### src/rtl/mem_arbiter.sv
// Purpose: shares one single-port memory between the IF fetch port and the MEM data port, round-robin on conflict.
// Latency: grant is registered one cycle after IDLE samples a request; reads finish LAT+3 cycles IDLE-to-IDLE, writes 3.
// Backpressure: requesters hold req until their done pulse; stall_* tells the hazard logic a port is still waiting.
module mem_arbiter #(
  parameter int LAT = 2
) (
  input  logic        clk,
  input  logic        rst,
  input  logic        if_req,
  input  logic [31:0] if_addr,
  output logic [31:0] if_rdata,
  output logic        if_done,
  input  logic        d_req,
  input  logic [3:0]  d_we,
  input  logic [31:0] d_addr,
  input  logic [31:0] d_wdata,
  output logic [31:0] d_rdata,
  output logic        d_done,
  output logic        stall_if,
  output logic        stall_d,
  output logic        mem_req,
  output logic [3:0]  mem_we,
  output logic [31:0] mem_addr,
  output logic [31:0] mem_wdata,
  input  logic [31:0] mem_rdata
);

  localparam logic [1:0] S_IDLE  = 2'd0;
  localparam logic [1:0] S_ISSUE = 2'd1;
  localparam logic [1:0] S_WAIT  = 2'd2;
  localparam logic [1:0] S_DONE  = 2'd3;

  localparam logic PORT_IF = 1'b0;
  localparam logic PORT_D  = 1'b1;

  // Read wait counter start value; LAT is limited to 1..15 so it fits 4 bits.
  localparam logic [3:0] LAT_CNT = 4'(LAT);

  logic [1:0] state;
  logic [1:0] state_nxt;
  logic       owner;
  logic       last_grant;
  logic [3:0] cnt;

  logic       grant;
  logic       grant_d;
  logic       capture;
  logic       to_done;

  // Byte offset bits are dropped on purpose: memory is word addressed and
  // sub-word alignment is handled by the requesters.
  logic       unused_addr_lsbs;
  assign unused_addr_lsbs = ^{if_addr[1:0], d_addr[1:0]};

  // Arbitration in IDLE: a lone requester wins, a conflict goes to the port not served last.
  always_comb begin
    grant   = 1'b0;
    grant_d = 1'b0;
    if (state == S_IDLE) begin
      grant   = if_req | d_req;
      grant_d = d_req & (~if_req | (last_grant == PORT_IF));
    end
  end

  // Next-state logic: writes skip the wait phase, reads count down the memory latency.
  always_comb begin
    state_nxt = state;
    case (state)
      S_IDLE: begin
        if (grant) begin
          state_nxt = S_ISSUE;
        end
      end
      S_ISSUE: begin
        state_nxt = (mem_we != 4'd0) ? S_DONE : S_WAIT;
      end
      S_WAIT: begin
        if (cnt == 4'd1) begin
          state_nxt = S_DONE;
        end
      end
      S_DONE: begin
        state_nxt = S_IDLE;
      end
      default: begin
        state_nxt = S_IDLE;
      end
    endcase
  end

  // Read data is valid exactly in the last counted WAIT cycle.
  assign capture = (state == S_WAIT) && (cnt == 4'd1);
  // Entering DONE is what raises the owner's done pulse for the following cycle.
  assign to_done = (state != S_DONE) && (state_nxt == S_DONE);

  // Control state: FSM, owning port, round-robin pointer and latency counter.
  always_ff @(posedge clk or posedge rst) begin
    if (rst) begin
      state      <= S_IDLE;
      owner      <= PORT_IF;
      last_grant <= PORT_IF;
      cnt        <= 4'd0;
    end else begin
      state <= state_nxt;
      if (grant) begin
        owner      <= grant_d;
        last_grant <= grant_d;
      end
      if ((state == S_ISSUE) && (mem_we == 4'd0)) begin
        cnt <= LAT_CNT;
      end else if (state == S_WAIT) begin
        cnt <= cnt - 4'd1;
      end
    end
  end

  // Memory request fields: loaded from the winner on grant, strobe/enables/data live only in ISSUE.
  always_ff @(posedge clk or posedge rst) begin
    if (rst) begin
      mem_req   <= 1'b0;
      mem_we    <= 4'd0;
      mem_addr  <= 32'd0;
      mem_wdata <= 32'd0;
    end else if (grant) begin
      mem_req <= 1'b1;
      if (grant_d) begin
        mem_we    <= d_we;
        mem_addr  <= {d_addr[31:2], 2'b00};
        mem_wdata <= d_wdata;
      end else begin
        mem_we    <= 4'd0;
        mem_addr  <= {if_addr[31:2], 2'b00};
        mem_wdata <= 32'd0;
      end
    end else begin
      // mem_addr deliberately holds its last value between accesses.
      mem_req   <= 1'b0;
      mem_we    <= 4'd0;
      mem_wdata <= 32'd0;
    end
  end

  // Completion: only the owner's done and read-data register ever change.
  always_ff @(posedge clk or posedge rst) begin
    if (rst) begin
      if_done  <= 1'b0;
      d_done   <= 1'b0;
      if_rdata <= 32'd0;
      d_rdata  <= 32'd0;
    end else begin
      if_done <= to_done & (owner == PORT_IF);
      d_done  <= to_done & (owner == PORT_D);
      if (capture && (owner == PORT_IF)) begin
        if_rdata <= mem_rdata;
      end
      if (capture && (owner == PORT_D)) begin
        d_rdata <= mem_rdata;
      end
    end
  end

  // Stalls drop in the done cycle so the pipeline advances together with the data.
  assign stall_if = if_req & ~if_done;
  assign stall_d  = d_req & ~d_done;

endmodule
### config.mk
export PLATFORM = sky130hd
export DESIGN_NAME = mem_arbiter
export DESIGN_NICKNAME = d
export VERILOG_FILES = /design/src/rtl/mem_arbiter.sv
export SDC_FILE = /design/constraint.sdc
export NUM_CORES = 1
export LEC_CHECK = 0
export ABC_AREA = 1
export CAP_MARGIN = 20
export CELL_PAD_IN_SITES_DETAIL_PLACEMENT = 1
export CELL_PAD_IN_SITES_GLOBAL_PLACEMENT = 2
export CORE_ASPECT_RATIO = 1.2
export CORE_UTILIZATION = 21
export DETAILED_ROUTE_END_ITERATION = 8
export GPL_TIMING_DRIVEN = 0
export HOLD_SLACK_MARGIN = 0.15
export PLACE_DENSITY = 0.79
export SETUP_SLACK_MARGIN = 0.2
export SLEW_MARGIN = 20
export SYNTH_ARGS = -nofsm -noshare
export SYNTH_HDL_FRONTEND = slang
export SYNTH_SLANG_ARGS = --single-unit
### constraint.sdc
create_clock -name clk -period 5.2 [get_ports clk]
set_clock_uncertainty 0.2 [all_clocks]
set_input_delay 1.56 -clock clk [delete_from_list [all_inputs] [get_ports clk]]
set_output_delay 1.56 -clock clk [all_outputs]
set_load 0.01 [all_outputs]
Word level (Yosys, flattened, before mapping). Cells that the tools add are included.

Add/subtract/negate cells: 1. Equality and inequality tests: 6. Mux-type cells: 14. Bitwise logic cells: 11. Reductions and logical operators: 9.

Operator list (number): $mux 32 (3); $mux 4 (4); $pmux 2 s4 (1); $eq 2x2->1 const B (3); $and 1x1->1 (5); $logic_and 1x1->1 (5); $eq 4x1->1 const B (1); $logic_not 4->1 (1); $mux 1 (4); $mux 2 (2); $not 1->1 (4); $reduce_bool 4->1 (1); $sub 4x1->4 const B (1); $eq 2x1->1 const B (1); $logic_not 2->1 (1); $ne 2x2->1 const B (1); $or 1x1->1 (2); $reduce_bool 2->1 (1).

Register bits: 142. Logic and storage cells: 52.

Logic depth before layout (Yosys ltp). Gate-level depths: netlist (run 1).

Word-level depth: 7. Gate-level depth with buffers: 8. Mapped depth without buffers: 8.

Least setup slack after synthesis (run 1). No wires, ideal clock.

Kind: input -> output. Start: input port if_req. End: output port stall_if. Data arrival time: 1.749 ns. Data required time: 3.440 ns. Path slack: 1.691 ns. Stages on the path: 2. Path buffers: 0. Cell sequence: inv_1 > nor2_1.

Word-level cells in the longest chain between the ends: 1.

RTL lines: start: declaration (RTL line 9) `input logic if_req,`; $and 1x1->1 (RTL line 163) `assign stall_if = if_req & ~if_done;`; end: declaration (RTL line 19) `output logic stall_if,`.

No other way between the ends.

Final worst setup path (run 1).
Start: input port d_req. End: output port stall_d.

Word-level cells in the longest chain between the ends: 1.

RTL lines: start: declaration (RTL line 13) `input logic d_req,`; $and 1x1->1 (RTL line 164) `assign stall_d = d_req & ~d_done;`; end: declaration (RTL line 20) `output logic stall_d,`.

No other way between the ends.

==> impl_metrics.yaml, run 1 <==
place:
  dp_slack_ps: 560.6
  placed_cells: 1199
  numPortBuffers: 266
  post-dp-hpwl_mm: 14.67
  gp_congestion: 0.7209
clocking:
  clkSlewWorstSetupHoldPaths_ps: 60
  clk_latency_ps: 420
  cts_tree: "yes"
  hold_buffers: 0
  clkSinkCount: 140
  cts_resized: 0
  h-tree-depth: 4
  cts_buffers: 17
  clockBufferDepth: 2
  post-cts-setup-buffer-count: 0
  cts_root_buf: "clkbuf_16"
sta:
  max_slew_margin: 0.6494
  period_share: 0.8903
  rsz0062_at_grt: "no"
  hold_violations: 0
  finalCriticalPeriod_ps: 4630
  worstMarginPinSlew_ps: 525.8
  setup_tns_ps: 0
  fmax_mhz: 216.0
  final-setup-viol-count: 0
  setup_ws_ps: 570.3
  hold_slack_ps: 281.4
  slew_viol_final: 0
synthesis:
  synth_area_leaders: "dfrtp_1 60%, o21ai_2 6.6%, inv_1 5.2%"
  syn_inst: 587
  yosysWarnings: 0
  synth_top_area_share: 0.6044
  yosys.area.top_type: "dfrtp_1"
  synth.cell_area_um2: 5797
  synth.distinct_cells: 25
  synth_top_family_by_area: "compound AO/OA/AOI/OAI gates"
  synthSimpleGateAreaFrac: 0.1407
  syn_area_per_cell_um2: 9.875
  ys_seq_area_frac: 0.6044
  synth_seq_cells: 140
  synth_compound_area_frac: 0.1412
  synthAdderAreaFrac: 0.01295
  synthMuxAreaShare: 0
  synth_xor_area_frac: 0.001511
job:
  cap_violations: 0
global_routing:
  first_global_vias: 5423
  track_usage: 0.1438
  globalRouteOverflowTotal: 0
  grt_pass1_wl_mm: 31.08
  antenna_found_initial: 0
  grt_max_degree: 28
final_layout:
  final_nets: 1020
  postLayoutCoreUtil: 0.3554
  num_antenna_cells: 0
  drive_gt1_frac: 0.1291
  stdcell_count: 1231
  area_growth_pct: 66.05
worst_setup_path:
  path_buf_inv: 3
  path_common_cell: "clkdlybuf4s50_1"
  slowest_delay_ps: 580
  cpMaxStageDelayCell: "clkdlybuf4s50_1"
  worstSetupPathType: "input port to output port"
  crit_path_end_kind: "output port"
  crit_chain: "clkdlybuf4s50_1, inv_1, nor2_1, clkdlybuf4s50_1"
  worstPathRequired_ps: 3440
  crit_family: "buffers and inverters"
  critical_path.max_fanout: 3
  start_kind: "input port"
  worstPathArrival_ps: 2870
floorplanning:
  fp-row-count: 66
  ioPinCount: 273
  fp.dieW_um: 153.7
  core_area_um2: 27090
  dieHeight_um: 184
  fp.dieArea_um2: 28280
  start_util: 0.2140
route:
  route.detailed.drc: 0
  drt_pre_antenna_iters: 4
  drt_iter0_markers: 198
  vias: 4989
  via_per_inst: 4.053
  wl_per_cell_um: 15.76
  ant_nets: 0
  wl_mm: 19.40
status:
  status: "finished, final reports clean"
power_and_ir_drop:
  power_density_nw_per_um2: 546.5
  irDropWorstVdd_uv: 223.3
  leakage_nw: 4.470
hold_path:
  hold_class: "flop to flop"
[final cells by class]
| cell class | instances | area [um2] |
|---|---|---|
| Fill cell | 3112 | 17460 |
| Sequential cell | 140 | 3503 |
| Timing Repair Buffer | 271 | 2763 |
| Multi-Input combinational cell | 333 | 1725 |
| Clock buffer | 19 | 442.9 |
| Tap cell | 340 | 425.4 |
| Inverter | 83 | 316.6 |
| Buffer | 32 | 259.0 |
| Clock inverter | 13 | 190.2 |
[registers in the layout, summed over array words and instances (netlist names)]
register    cells
d_rdata        32
if_rdata       32
mem_wdata      32
mem_addr       30
cnt             4
mem_we          4
state           2
d_done          1
if_done         1
last_grant      1
mem_req         1
[power by group]
group / leakage (nW) / total, mW / internal [mW] / switching [mW]
registers: 1.70 / 1.76 / 1.52 / 0.238
clock network: 0.296 / 1.33 / 0.819 / 0.509
logic: 2.48 / 2.17 / 1.15 / 1.02
total: 4.47 / 5.26 / 3.49 / 1.77
[final timing paths]
path                              from            to  slack [ps]  cells after the start
setup / recovery                 d_req       stall_d         570                      4
hold / removal             d_rdata[29]   d_rdata[29]         280                      2
setup reg to reg              state[0]  mem_addr[10]        3250                      7
hold reg to reg            d_rdata[29]   d_rdata[29]         280                      2
max in group asynchronous          rst   if_rdata[5]        2330                      6
min in group asynchronous          rst  if_rdata[25]        1330                      2
[Yosys cell counts, drive strengths merged]
cell,count
nand4,1
clkbuf,6
nor2,76
nand3,36
ha,6
buf,26
a21oi,2
or2,1
conb,1
clkinv,1
o21ai,127
a21boi,1
xnor2,1
inv,82
nand2,80
dfrtp,140
[kinds of logic after synthesis]
| group | count (synthesis) |
|---|---|
| simple gates | 194 |
| xor+xnor | 1 |
| fa+ha+maj | 6 |
| buf+inv | 115 |
| flops | 140 |
| compound gates | 130 |
| other cells | 1 |
[layer usage]
metal | global-route usage | vias to the layer above | wire length [um]
met5 | 0 | - | 0
met4 | 0.04400 | 0 | 248
met3 | 0.04833 | 17 | 1290
met2 | 0.2478 | 176 | 9698
met1 | 0.1682 | 2380 | 8163
li1 | - | 2416 | -
[metrics by stage]
| stage | total power [mW] | instance area, um2 |
|---|---|---|
| 2_1_floorplan | 2.755 | 5804 |
| 3_3_place_gp | 3.925 | 8892 |
| 3_5_place_dp | 3.994 | 8992 |
| 4_1_cts | 5.369 | 9625 |
| 5_1_grt | 5.628 | 9625 |
| 6_report | 5.260 | 9625 |
[layout by cell type, fill, tap and decap left out, drive strengths merged]
| cell | Yosys | layout |
|---|---|---|
| inv | 82 | 82 |
| nand3 | 36 | 36 |
| o21ai | 127 | 127 |
| clkinv | 1 | 5 |
| nor2 | 76 | 76 |
| clkbuf | 6 | 25 |
| xnor2 | 1 | 1 |
| dfrtp | 140 | 140 |
| buf | 26 | 31 |
| clkinvlp | 0 | 5 |
| conb | 1 | 2 |
| nand2 | 80 | 80 |
| nand4 | 1 | 1 |
| clkdlybuf4s50 | 0 | 266 |
| a21boi | 1 | 1 |
| bufinv | 0 | 4 |
| ha | 6 | 6 |
| or2 | 1 | 1 |
| a21oi | 2 | 2 |
[worst reg2reg max path, stage by stage, from the launching register on]
cell and delay [ps]:
dfrtp_1 430, inv_1 130, ha_1 230, nand2_1 160, nand2_1 190, buf_2 250
o21ai_0 120, o21ai_1 150
No activity file was read; power rests on OpenSTA's default activity.
==> run 2: changes to the inputs <==
- CELL_PAD_IN_SITES_DETAIL_PLACEMENT: 1 -> default
- CELL_PAD_IN_SITES_GLOBAL_PLACEMENT: 2 -> default
- CORE_UTILIZATION: 21 -> 38
- CTS_BUF_LIST: default -> sky130_fd_sc_hd__clkbuf_2
- GPL_TIMING_DRIVEN: 0 -> 1
- PLACE_DENSITY: 0.79 -> 0.81
==> run 2 against run 1 <==
  * Highest routed layer unchanged
  * Clock power shrank 51%
  * Largest power group unchanged
  * Critical path type unchanged
  * Combinational power shrank 5%
  * Power shrank 15%
==> impl_metrics.yaml, run 2 (synthesized netlist as in run 1, its figures left out) <==
global_routing:
  track_usage: 0.1853
  antenna_found_initial: 0
  grt_pass1_wl_mm: 22.58
  first_global_vias: 4644
  grt_max_degree: 87
  globalRouteOverflowTotal: 0
place:
  numPortBuffers: 266
  gp_congestion: 0.7622
  postPlaceCellArea_um2: 8521
  post-dp-hpwl_mm: 10.07
worst_setup_path:
  start_kind: "input port"
  crit_path_end_kind: "output port"
  critical_path.max_fanout: 3
  worstPathRequired_ps: 3440
  worstPathArrival_ps: 2810
  worstSetupPathType: "input port to output port"
route:
  vias: 4794
  route.detailed.drc: 0
  wl_mm: 14.20
  drt_pre_antenna_iters: 4
  ant_nets: 0
  via_per_inst: 4.506
  drt_iter0_markers: 206
  wl_per_cell_um: 13.34
floorplanning:
  fp.dieW_um: 114.8
  ioPinCount: 273
  core_area_um2: 14960
  start_util: 0.3875
  fp.dieArea_um2: 15760
  fp-row-count: 49
  dieHeight_um: 137.3
final_layout:
  largestRegisters: "d_rdata (32), if_rdata (32), mem_wdata (32)"
  area_growth_pct: 51.28
  final_common_cell: "clkdlybuf4s50_1"
  postLayoutCoreUtil: 0.5862
  fin_area_um2: 8770
  final_cell_mix: "266 x clkdlybuf4s50_1, 140 x dfrtp_1, 80 x inv_1"
  drive_gt1_frac: 0.1047
  num_antenna_cells: 0
  final_nets: 989
clocking:
  clk_latency_ps: 650
  cts_tree: "yes"
  cts_resized: 0
  cts_buffers: 17
  clockBufferDepth: 2
  post-cts-setup-buffer-count: 0
  cts_root_buf: "clkbuf_2"
  clkSlewWorstSetupHoldPaths_ps: 190
  hold_buffers: 0
  h-tree-depth: 4
  clkSinkCount: 140
hold_path:
  hold_class: "flop to flop"
sta:
  rsz0062_at_grt: "no"
  worstMarginPinSlew_ps: 873.0
  max_slew_margin: 0.4180
  setup_tns_ps: 0
  fmax_mhz: 218.8
  hold_violations: 0
  finalCriticalPeriod_ps: 4570
  slew_viol_final: 0
  final-setup-viol-count: 0
  period_share: 0.8789
power_and_ir_drop:
  irDropWorstVdd_uv: 222.4
  power_density_nw_per_um2: 507.3
  leakage_nw: 4.159
status:
  status: "finished, final reports clean"
job:
  cap_violations: 0
==> run 2: cell count changes in the layout (fill, tap and decap cells not counted), moves of 4 or more <==
cell       previous run  this run
clkbuf_2              0        17
buf_12                5         1
clkbuf_1              7         0
buf_2                 6         0
buf_6                15         0
clkbuf_16            17         0
==> run 2: area by class of cell <==
class,instances,area (um2)
Clock inverter,15,163.9
Clock buffer,17,85.08
Inverter,83,316.6
Tap cell,204,255.2
Sequential cell,140,3503
Fill cell,1305,6190
Timing Repair Buffer,272,2720
Multi-Input combinational cell,333,1725
==> run 2: final timing paths <==
path | start | to | slack [ps] | cells after the start
worst max-delay path | if_req | stall_if | 630 | 4
worst min-delay path | if_rdata[29] | if_rdata[29] | 310 | 2
worst max register to register | state[0] | if_rdata[21] | 2790 | 7
worst min register to register | if_rdata[29] | if_rdata[29] | 310 | 2
max in group asynchronous | rst | if_done | 2780 | 3
min in group asynchronous | rst | if_rdata[25] | 1110 | 2
==> run 2: where the power goes <==
group / internal (mW) / switching, mW / leakage [nW]
logic: 1.11 / 0.950 / 2.31
clock network: 0.230 / 0.424 / 0.147
registers: 1.52 / 0.224 / 1.70
==> run 2: per-layer routing <==
| layer | part of all wire | vias up | track usage | wire (um) |
|---|---|---|---|---|
| met5 | 0 | - | 0 | 0 |
| met4 | 0.022 | 0 | 0.06782 | 307 |
| li1 | - | 2369 | - | - |
| met1 | 0.38 | 2212 | 0.2105 | 5380 |
| met3 | 0.080 | 20 | 0.06379 | 1131 |
| met2 | 0.52 | 193 | 0.3222 | 7376 |
==> run 2: worst max-delay path, stage by stage <==
cell and delay, ps:
clkdlybuf4s50_1 510, inv_1 80, nor2_1 80, clkdlybuf4s50_1 590
==> run 2: per-stage QoR <==
stage | cells | power (mW) | hold WS (ps) | setup slack (ps)
floorplan | 588 | 2.755 | 290.4 | 1691
global placement | 1032 | 3.788 | 263.7 | 656.4
detailed placement | 1032 | 3.848 | 267.0 | 648.2
CTS | 1064 | 4.515 | 310.3 | 648.2
global route | 1064 | 4.790 | 327.2 | 592.0
finish | 1064 | 4.449 | 307.7 | 629.9
==> run 3: changes to the inputs <==
- ABC_CLOCK_PERIOD_IN_PS: default -> 5400
- CORE_UTILIZATION: 38 -> 45
- PLACE_DENSITY: 0.81 -> 0.9
- clock period: 5.2 -> 5.4 ns (I/O delays scaled with it)
==> run 3 against run 2 <==
  * Setup slack improved by 110 ps
  * Register-to-register slack improved by 180 ps
  * Utilization rose by 11 points
  * Power fell by 1.2%
  * Critical path depth did not move
  * Worst hold slack got worse by 1.5 ps
==> impl_metrics.yaml, run 3 (synthesized netlist as in run 1, its figures left out) <==
clocking:
  hold_buffers: 0
  h-tree-depth: 4
  cts_root_buf: "clkbuf_2"
  clk_latency_ps: 650
  post-cts-setup-buffer-count: 0
  cts_tree: "yes"
  cts_resized: 0
  cts_buffers: 17
  clkSlewWorstSetupHoldPaths_ps: 190
  clkSinkCount: 140
  clockBufferDepth: 2
route:
  route.detailed.drc: 0
  vias: 4896
  drt_iter0_markers: 332
  via_per_inst: 4.777
  wl_mm: 14.48
  ant_nets: 0
  drt_pre_antenna_iters: 4
  wl_per_cell_um: 14.13
final_layout:
  area.sequential_um2: 3503
  postLayoutCoreUtil: 0.6958
  largestRegisters: "d_rdata (32), if_rdata (32), mem_wdata (32)"
  area_growth_pct: 51.39
  final_common_cell: "clkdlybuf4s50_1"
  multi_input_area_um2: 1725
  drive_gt1_frac: 0.1057
  num_antenna_cells: 0
  fillers: 941
  final_nets: 990
  final_cell_mix: "266 x clkdlybuf4s50_1, 140 x dfrtp_1, 80 x inv_1"
worst_setup_path:
  crit_family: "buffers and inverters"
  start_kind: "input port"
  crit_chain: "clkdlybuf4s50_1, inv_1, nor2_1, clkdlybuf4s50_1"
  crit_path_end_kind: "output port"
  startpoint: "d_req"
  worstSetupPathType: "input port to output port"
  path_buf_inv: 3
  slowest_delay_ps: 550
  critical_path.max_fanout: 3
  worstPathRequired_ps: 3580
  path_common_cell: "clkdlybuf4s50_1"
  worstPathArrival_ps: 2840
  cpMaxStageDelayCell: "clkdlybuf4s50_1"
  timing.rr.start: "state[0]"
sta:
  rsz0062_at_grt: "no"
  hold_slack_ps: 306.2
  final-setup-viol-count: 0
  worstMarginPinSlew_ps: 881.7
  setup_ws_ps: 738.7
  max_slew_margin: 0.4108
  fmax_mhz: 214.5
  hold_violations: 0
  finalCriticalPeriod_ps: 4661
  setup_tns_ps: 0
  period_share: 0.8632
  slew_viol_final: 0
hold_path:
  hold_class: "flop to flop"
  hold_start: "if_rdata[21]"
job:
  cap_violations: 0
global_routing:
  track_usage: 0.2241
  first_global_vias: 4846
  grt_max_degree: 65
  grt_pass1_wl_mm: 23.29
  antenna_found_initial: 0
  globalRouteOverflowTotal: 0
power_and_ir_drop:
  p_seq_frac: 0.382
  combPwrFrac: 0.454
  clockPowerShare: 0.164
  p_int_mw: 2.839
  swShare: 0.3544
  switching_power_mw: 1.558
  power_density_nw_per_um2: 501.1
  leakage_nw: 4.186
  irDropWorstVdd_uv: 250.2
place:
  gp_congestion: 0.7662
  numPortBuffers: 266
  dp_slack_ps: 741.9
  post-dp-hpwl_mm: 10.52
floorplanning:
  ioPinCount: 273
  fp.dieW_um: 105.6
  fp-row-count: 45
  fp.dieArea_um2: 13340
  core_area_um2: 12610
  start_util: 0.4596
  dieHeight_um: 126.3
status:
  status: "finished, final reports clean"
==> run 3: worst min-delay path, delay by kind of cell, from the launching register on <==
family | cells | cell delay [ps]
and+or+nand+nor | 1 | 60
AOI/OAI and AO/OA | 1 | 50
DFF | 1 | 380
==> run 3: power groups by stage <==
stage / Sequential [mW] / Combinational [mW] / Clock (mW)
6_report: 1.68 / 2.00 / 0.720
5_1_grt: 1.73 / 2.19 / 0.796
3_5_place_dp: 1.71 / 2.01 / 0
2_1_floorplan: 1.88 / 0.772 / 0
3_3_place_gp: 1.68 / 1.95 / 0
4_1_cts: 1.68 / 2.02 / 0.742
==> run 3: worst paths after layout <==
path	to	slack, ps	cells after the start
max in group asynchronous	mem_wdata[9]	3100	3
worst max register to register	if_rdata[24]	2970	7
min in group asynchronous	mem_addr[21]	1130	2
worst max-delay path	stall_d	740	4
worst min-delay path	if_rdata[21]	310	2
worst min register to register	if_rdata[21]	310	2
==> run 3: stage by stage <==
stage	total power [mW]	instance area, um2	instances
after global routing	4.716	8776	1025
after global placement	3.638	8478	993
after floorplan	2.653	5804	588
after detailed placement	3.714	8478	993
after CTS	4.440	8776	1025
final	4.397	8776	1025
==> run 3: area by class of cell <==
class | instances | share of cell area
flip-flops and latches | 140 | 0.3992
repair buffers | 273 | 0.3108
multi-input cells | 333 | 0.1966
inverters | 83 | 0.03607
clock inverters | 15 | 0.02424
well taps | 164 | 0.02338
clock buffers | 17 | 0.009695
==> run 3: routing by layer <==
layer  GRT usage  vias to the layer above  share of wire
li1            -                     2371              -
met1      0.2458                     2296           0.38
met2      0.3978                      195           0.52
met3     0.07143                       34          0.071
met4     0.09722                        0          0.033
met5           0                        -              0
